`src/rtl/pipe_pkg.sv`:
```
// Shared definitions for the scoreboard pipeline: register-address width and the
// per-stage control header that travels alongside each payload word.
package pipe_pkg;

    localparam int REG_ADDR_W = 5;
    localparam logic [REG_ADDR_W-1:0] ZERO_REG = '0;

    typedef struct packed {
        logic                  valid;
        logic [REG_ADDR_W-1:0] rd;
        logic                  we;
    } stage_hdr_t;

endpackage

```
`src/rtl/pipe_stage.sv`:
```
// One pipeline register slot: holds {header, data}; kill wins over load, load over clear.
module pipe_stage
    import pipe_pkg::*;
#(
    parameter int WIDTH = 32
) (
    input  logic             clk,
    input  logic             resetn,
    input  logic             load,
    input  logic             kill,
    input  logic             clear,
    input  stage_hdr_t       hdr_in,
    input  logic [WIDTH-1:0] data_in,
    output stage_hdr_t       hdr_out,
    output logic [WIDTH-1:0] data_out
);

    typedef struct packed {
        stage_hdr_t       hdr;
        logic [WIDTH-1:0] data;
    } stage_entry_t;

    stage_entry_t entry_d, entry_q;

    always_comb begin
        entry_d = entry_q;
        if (kill) begin
            entry_d = '0;
        end else if (load) begin
            // Bubbles are stored as all-zero so an empty slot never carries stale payload.
            if (hdr_in.valid) begin
                entry_d = '{hdr: hdr_in, data: data_in};
            end else begin
                entry_d = '0;
            end
        end else if (clear) begin
            entry_d = '0;
        end
    end

    always_ff @(posedge clk or negedge resetn) begin
        if (!resetn) begin
            entry_q <= '0;
        end else begin
            entry_q <= entry_d;
        end
    end

    assign hdr_out  = entry_q.hdr;
    assign data_out = entry_q.data;

endmodule

```
`src/rtl/pipeline_scoreboard_chain.sv`:
```
// Elastic result pipeline with per-stage destination tracking, operand forwarding
// lookup, partial flush of the youngest stages and a saturating stall counter.
module pipeline_scoreboard_chain
    import pipe_pkg::*;
#(
    parameter int  WIDTH        = 32,
    parameter int  STAGES       = 4,
    parameter int  FLUSH_STAGES = 2,
    localparam int OCC_W        = $clog2(STAGES + 1)
) (
    input  logic                  clk,
    input  logic                  resetn,
    input  logic                  in_valid,
    output logic                  in_ready,
    input  logic [WIDTH-1:0]      in_data,
    input  logic [REG_ADDR_W-1:0] in_rd,
    input  logic                  in_we,
    output logic                  out_valid,
    input  logic                  out_ready,
    output logic [WIDTH-1:0]      out_data,
    output logic [REG_ADDR_W-1:0] out_rd,
    output logic                  out_we,
    input  logic                  flush,
    input  logic [REG_ADDR_W-1:0] q_rs1,
    input  logic [REG_ADDR_W-1:0] q_rs2,
    output logic                  hit_rs1,
    output logic                  hit_rs2,
    output logic [WIDTH-1:0]      fwd_data_rs1,
    output logic [WIDTH-1:0]      fwd_data_rs2,
    output logic [OCC_W-1:0]      occupancy,
    output logic [31:0]           stall_cycles
);

    typedef struct packed {
        logic             hit;
        logic [WIDTH-1:0] data;
    } fwd_t;

    stage_hdr_t [STAGES-1:0]             hdr_s;
    logic       [STAGES-1:0][WIDTH-1:0]  data_s;
    logic       [STAGES-1:0]             vld_s;
    logic       [STAGES-1:0]             adv;
    logic       [31:0]                   stall_cycles_d, stall_cycles_q;
    fwd_t                                fwd1, fwd2;

    // Youngest matching stage wins: scan oldest to youngest so the last hit overrides.
    function automatic fwd_t fwd_lookup(input logic [REG_ADDR_W-1:0]          q,
                                        input stage_hdr_t [STAGES-1:0]        hdr,
                                        input logic [STAGES-1:0][WIDTH-1:0]   data);
        fwd_t res;
        res = '0;
        for (int k = STAGES - 1; k >= 0; k--) begin
            if (q != ZERO_REG && hdr[k].valid && hdr[k].we && hdr[k].rd == q) begin
                res.hit  = 1'b1;
                res.data = data[k];
            end
        end
        return res;
    endfunction

    function automatic logic [OCC_W-1:0] popcount(input logic [STAGES-1:0] v);
        logic [OCC_W-1:0] n;
        n = '0;
        for (int k = 0; k < STAGES; k++) begin
            n = n + OCC_W'(v[k]);
        end
        return n;
    endfunction

    function automatic logic [31:0] sat_inc(input logic [31:0] x);
        return (x == 32'hFFFF_FFFF) ? x : x + 32'd1;
    endfunction

    // Ready ripples back from the consumer: a stage moves if the next one is empty or moving.
    always_comb begin
        adv = '0;
        adv[STAGES-1] = out_ready;
        for (int k = STAGES - 2; k >= 0; k--) begin
            adv[k] = !vld_s[k+1] || adv[k+1];
        end
    end

    assign in_ready = resetn && !flush && (!vld_s[0] || adv[0]);

    for (genvar k = 0; k < STAGES; k++) begin : g_stage
        stage_hdr_t       hdr_nx;
        logic [WIDTH-1:0] data_nx;
        logic             load_k;

        if (k == 0) begin : g_head
            assign load_k  = in_ready;
            assign hdr_nx  = '{valid: in_valid, rd: in_rd, we: in_we};
            assign data_nx = in_data;
        end else begin : g_tail
            // The first surviving stage takes a bubble when its feeder is being flushed.
            assign load_k  = adv[k-1];
            assign hdr_nx  = '{valid: hdr_s[k-1].valid && !(flush && (k <= FLUSH_STAGES)),
                               rd:    hdr_s[k-1].rd,
                               we:    hdr_s[k-1].we};
            assign data_nx = data_s[k-1];
        end

        pipe_stage #(
            .WIDTH(WIDTH)
        ) u_stage (
            .clk      (clk),
            .resetn   (resetn),
            .load     (load_k),
            .kill     (flush && (k < FLUSH_STAGES)),
            .clear    (adv[k] && !load_k),
            .hdr_in   (hdr_nx),
            .data_in  (data_nx),
            .hdr_out  (hdr_s[k]),
            .data_out (data_s[k])
        );

        assign vld_s[k] = hdr_s[k].valid;
    end

    assign out_valid = vld_s[STAGES-1];
    assign out_data  = out_valid ? data_s[STAGES-1] : '0;
    assign out_rd    = out_valid ? hdr_s[STAGES-1].rd : '0;
    assign out_we    = out_valid && hdr_s[STAGES-1].we;

    assign fwd1         = fwd_lookup(q_rs1, hdr_s, data_s);
    assign fwd2         = fwd_lookup(q_rs2, hdr_s, data_s);
    assign hit_rs1      = fwd1.hit;
    assign hit_rs2      = fwd2.hit;
    assign fwd_data_rs1 = fwd1.data;
    assign fwd_data_rs2 = fwd2.data;

    assign occupancy = popcount(vld_s);

    always_comb begin
        stall_cycles_d = stall_cycles_q;
        if (in_valid && !in_ready) begin
            stall_cycles_d = sat_inc(stall_cycles_q);
        end
    end

    always_ff @(posedge clk or negedge resetn) begin
        if (!resetn) begin
            stall_cycles_q <= '0;
        end else begin
            stall_cycles_q <= stall_cycles_d;
        end
    end

    assign stall_cycles = stall_cycles_q;

endmodule

```
`config.mk`:
```
export PLATFORM = sky130hd
export DESIGN_NAME = pipeline_scoreboard_chain
export DESIGN_NICKNAME = d
export VERILOG_FILES = /design/src/rtl/pipe_pkg.sv /design/src/rtl/pipe_stage.sv /design/src/rtl/pipeline_scoreboard_chain.sv
export SDC_FILE = /design/constraint.sdc
export NUM_CORES = 1
export LEC_CHECK = 0
export CAP_MARGIN = 20
export CORE_MARGIN = 2
export CORE_UTILIZATION = 48
export CTS_CLUSTER_DIAMETER = 120
export DETAILED_ROUTE_END_ITERATION = 10
export PLACE_DENSITY = 0.78
export SLEW_MARGIN = 10
export SYNTH_ARGS = -nofsm -noshare
export SYNTH_HDL_FRONTEND = slang
export SYNTH_SLANG_ARGS = --single-unit
```
`constraint.sdc`:
```
create_clock -name clk -period 2.6 [get_ports clk]
set_clock_uncertainty 0.15 [all_clocks]
set_input_delay 0.52 -clock clk [delete_from_list [all_inputs] [get_ports clk]]
set_output_delay 0.52 -clock clk [all_outputs]
set_load 0.005 [all_outputs]
```
* Yosys cells after proc, flatten, opt, wreduce, memory -nomap -nowiden
Cells that the tools add are included.
Storage, ports and cells: output and inout port bits 141, input port bits 53, word-level logic and storage cells 109, register bits 188
Operators by class: equality and inequality tests 9, reductions and logical operators 54, $add $sub $neg 4, multiplexer cells 24, bitwise logic cells 1
Operator list (count):
- $mux 39 | 14
- $mux 33 | 8
- $eq 5x5->1 | 8
- $logic_and 1x1->1 | 34
- $add 32x1->32 const B | 1
- $eq 32x32->1 const B | 1
- $mux 32 | 1
- $reduce_bool 5->1 | 2
- $logic_not 1->1 | 9
- $reduce_bool 3->1 | 2
- $mux 5 | 1
- $logic_or 1x1->1 | 4
- $reduce_bool 2->1 | 2
- $add 2x1->3 | 1
- $add 3x1->3 | 1
- $add 1x1->2 | 1
- $reduce_and 2->1 | 1
- $not 1->1 | 1

* Logic depth before layout (Yosys ltp)
depth after elaboration 11, gate-level depth with buffers 9, mapped depth without buffers 7

* Modules after synthesis
From an unflattened synthesis, not the netlist that was laid out.
Second synthesis, totals: cell total of the unflattened synthesis 1163, area, all modules 11424.7 µm²
By module, submodules not included:
- pipe_stage | seq. area each 975.9 µm², times used 4, area each 1765.4 µm², cells each 136
- pipeline_scoreboard_chain | seq. area each 800.8 µm², times used 1, area each 4362.9 µm², cells each 619

* Least setup slack after synthesis
No wires, ideal clock.
kind in2out, start input q_rs1[2], end output fwd_data_rs1[31], data arrival time 2.104 ns, slack -0.174 ns, required time 1.930 ns, stages 7, buffers on the path 1, cell sequence buf_2 or4_4 nor2_8 nor4_2 and2_0 o31a_1 mux2_2
On the way: cells in the longest elaborated chain, start to end 8, elaborated cells on any way between the ends 21, classes of those cells 4 x eq/ne; 4 x mux; 13 x reduce/logical
RTL lines:
- start: declaration | RTL line pipeline_scoreboard_chain.sv:24 | input logic [REG_ADDR_W-1:0] q_rs1,
- $reduce_bool 5->1 | RTL line pipeline_scoreboard_chain.sv:53 | if (q != ZERO_REG && hdr[k].valid && hdr[k].we && hdr[k].rd == q) begin
- $logic_and 1x1->1 (3 in a row) | RTL line pipeline_scoreboard_chain.sv:53
- $mux 33 (3 in a row) | RTL line pipeline_scoreboard_chain.sv:53
- $mux 33 (*) | RTL line pipeline_scoreboard_chain.sv:53
- end: declaration | RTL line pipeline_scoreboard_chain.sv:28 | output logic [WIDTH-1:0] fwd_data_rs1,
Mark *: on every way between the ends. The rest lies on a longest branch, timed or not.

* Worst setup path after layout
start register g_stage[0].u_stage.entry_q (netlist bit g_stage[0].u_stage.hdr_out[2]), end output fwd_data_rs2[11]
On the way: cells in the longest elaborated chain, start to end 3
RTL lines:
- start: declaration | RTL line pipe_stage.sv:23 | stage_entry_t entry_d, entry_q;
- start signal: assignment | RTL line pipe_stage.sv:45 | entry_q <= entry_d;
- $eq 5x5->1 | RTL line pipeline_scoreboard_chain.sv:53
- $logic_and 1x1->1 | RTL line pipeline_scoreboard_chain.sv:53
- $mux 33 | RTL line pipeline_scoreboard_chain.sv:53
- end: declaration | RTL line pipeline_scoreboard_chain.sv:29 | output logic [WIDTH-1:0] fwd_data_rs2,
Every way passes these cells.

==> summary.md <==
| Metric | Value |
|---|---|
| Full die area | 0.02224 mm^2 |
| CP Data Required Time | 1.93 ns |
| DRC viols | 0 |
| Global-route wire length before repair | 57690 um |
| # hold bufs at CTS | 0 |
| Post-synth EDFFs | 0 |
| Reg-to-reg startpoint | g_stage[3].u_stage.hdr_out[6] |
| Max-Cap Viols | 0 |
| Final core utilization | 0.7518 |
| WP buf/inv | 6 |
| Period minus WS final | 3.345 ns |
| Worst hold path type | primary input to async pin |
| Clk sinks | 188 |
| Placer Congestion | 0.9092 |
| DRT Pass-1 Iters | 8 |
| Yosys warnings | 0 |
| Input/output buffers | 193 |
| P_leak | 0.006797 uW |
| Clock root cell | clkbuf_16 |
| Async S/R FF share, synth | 1.000 |
| Initial antenna violation count | 2 |
| Yosys reg bits | 188 |
| Max clock buf depth | 2 |
| Fmax | 0.2990 GHz |
| Crit share post-route | 1.286 |
| Maximum vdd drop | 541.9 uV |
| Worst-Margin Slew | 0.7765 ns |
| Diode count | 0 |
| CP max FO | 8 |
| Clock Latency Late Sink | 0.45 ns |
| Failing checks | setup timing |
| Net count, final | 1466 |
| Slowest-stage cell, CP | dfrtp_1 |
| Initial Utilization | 0.4856 |
| Worst-path clk slew | 0.07 ns |
| Cell repeated most along the worst path | buf_6 |
| Post-route cell area | 0.01566 mm^2 |
| TritonCTS buffer count | 17 |
| Family with the most delay on the worst path | buffers and inverters |
| Via count | 10.96k |
| Worst reg-to-reg setup slack | 0.15 ns |
| Capture point of the worst reg-to-reg path | g_stage[2].u_stage.hdr_out[3] |
| H-Tree Level Count | 4 |
| Vias in the first global route | 10.48k |
| Mapped Cells | 1082 |
| Final worst setup slack | -0.7446 ns |
| Reg2Reg Depth | 7 |
| Rows | 53 |
| Final setup violation count | 68 |
| Data arrival time of the worst path | 2.67 ns |
| Die Wd | 149.1 um |
| Total track usage | 0.3347 |
| Crit Path Category | flip-flop to output pin |
| Layout cells sized above 1 | 0.3565 |
| Post-synthesis sequential area ratio | 0.4652 |
| WL per Instance | 23.99 um |
| Post-synthesis cell area | 0.01011 mm^2 |
| Layout area overhead | 54.81% |
| DP Cell Count | 1586 |
| Core Area | 0.02082 mm^2 |
| Vert. Die Dim | 149.1 um |
| Initial DRC Count | 1127 |
| Outcome | finished, violations left |
| Min Hold Slack | 0.07781 ns |
| Post-detailed-route count of antenna-violating nets | 0 |
| RSZ-0062 raised after global routing | true |
| Filler Cell Count | 1257 |
| Final std cells w/o fill | 1697 |
| Area after DPL | 0.01341 mm^2 |
| CTS tree | yes |
| Top FF cell, synth | dfrtp_1 |
| Final HPWL DP | 22190 um |
| Post-Syn Nets | 1139 |
| Largest net degree at the start of global routing | 129 |
| Worst path cell trace | xnor2_2 > nand4_1 > nor4_4 > buf_6 > buf_6 > buf_12 > buf_6 > buf_12 > a22oi_2 > o21ai_1 > buf_2 |
| Final Hold Viols | 0 |
| Max Slew Vio Count | 0 |
| Nature of the critical path endpoint | output pin |
| Netlist cell types | 59 |
| Drt via density | 6.457 |
| Crit path largest cell delay | 0.44 ns |
| Mean area per synthesized cell | 9.346 um^2 |
| Global route overflow | 0 |
| CP Launch Type | flip-flop |
| Rel. slew slack | 0.4824 |
| Routed WL | 40710 um |
| Power Density | 405.7 mW/mm^2 |
| I/O pin count | 194 |
[kinds of logic (layout without fill, tap and decap cells)]
family	after synthesis	in the layout	share of synthesized area
adders and majority gates	4	4	0.005692
muxes	46	46	0.04578
and+or+nand+nor	381	381	0.1793
xor gates and xnor gates	65	65	0.05630
buffers and inverters	99	439	0.04627
AOI/OAI and AO/OA	299	299	0.2014
DFF	188	188	0.4652
[registers in the layout, indices dropped and copies added (netlist names)]
| signal | cells |
|---|---|
| g_stage.u_stage.hdr_out | 28 |
| g_stage.u_stage.data_out | 128 |
| stall_cycles | 32 |
[stage by stage]
stage,setup slack (ns),TNS [ns],power (uW)
6_report,-0.7446,-41.02,6351
5_1_grt,-0.7981,-46.03,6532
4_1_cts,-0.6883,-36.47,6292
3_5_place_dp,-1.299,-80.15,3698
3_3_place_gp,-1.292,-78.22,3688
2_1_floorplan,-0.1685,-5.227,3338
[synthesized netlist by cell type (9+ instances only)]
cell type / instances / share of area
nand2_1: 197 / 0.073
nand3_1: 29 / 0.014
o21ai_0: 90 / 0.045
inv_1: 15 / 0.0056
nor2_1: 46 / 0.017
o21ai_1: 26 / 0.013
dfrtp_1: 188 / 0.47
buf_2: 28 / 0.014
nand2b_1: 10 / 0.0062
and3_1: 9 / 0.0056
xnor2_1: 44 / 0.038
a21oi_1: 15 / 0.0074
a22o_1: 76 / 0.066
a22oi_1: 39 / 0.029
mux2i_1: 44 / 0.044
and2_1: 35 / 0.022
xor2_1: 21 / 0.018
a21o_1: 14 / 0.010
nand4_1: 17 / 0.011
clkbuf_1: 42 / 0.016
a311oi_1: 9 / 0.0078
[layer usage]
metal / GRT usage / vias up / part of all wire
li1: - / 4511 / -
met1: 0.4171 / 5291 / 0.35
met2: 0.5433 / 892 / 0.46
met3: 0.08746 / 261 / 0.12
met4: 0.1629 / 2 / 0.065
met5: 0 / - / 0.00022
[layout by cell type (no fill, tap or decap), types with 17 or more instances in the layout]
cell type	count
nand2_1	193
dfrtp_1	183
buf_4	113
clkdlybuf4s50_1	112
a22o_1	76
o21ai_0	76
buf_2	62
buf_6	50
mux2i_1	38
a22oi_2	37
and2_1	34
buf_12	34
xnor2_1	28
nor2_1	22
nand3_1	21
xor2_1	20
clkbuf_16	19
o21ai_1	18
nand4_1	17
[power breakdown]
part           leakage, uW  total [uW]  switching (uW)  internal [uW]
clock             0.000273        2650            1210           1430
sequential         0.00258        3100             106           3000
combinational      0.00394         603             282            321
total              0.00680        6350            1600           4750
[how the worst max path moves through the flow]
stage | to | slack, ns | startpoint | depth (start not counted)
2_1_floorplan | fwd_data_rs1[31] | -0.17 | q_rs1[1] | 7
3_3_place_gp | fwd_data_rs2[1] | -1.29 | q_rs2[2] | 11
3_5_place_dp | fwd_data_rs2[22] | -1.30 | q_rs2[2] | 11
4_1_cts | fwd_data_rs2[28] | -0.69 | g_stage[1].u_stage.hdr_out[3] | 9
5_1_grt | fwd_data_rs2[28] | -0.80 | g_stage[1].u_stage.hdr_out[1] | 9
6_report | fwd_data_rs2[11] | -0.74 | g_stage[0].u_stage.hdr_out[2] | 11
[final cells by class]
class / instances / area (um^2) / share of cell area
clock inverters: 11 / 136.4 / 0.008712
multi-input cells: 795 / 6132 / 0.3917
inverters: 15 / 61.31 / 0.003916
flip-flops and latches: 188 / 4711 / 0.3009
well taps: 275 / 344.1 / 0.02198
clock buffers: 21 / 440.4 / 0.02813
repair buffers: 392 / 3830 / 0.2446
[repair_timing]
action                                  in CTS  in global routing
pin swaps                                   44                 55
buffers inserted                            65                 19
cloned                                       5                  2
resized for setup                          469                127
endpoints found under the setup margin     103                 79
(Power assumes the default switching activity.)
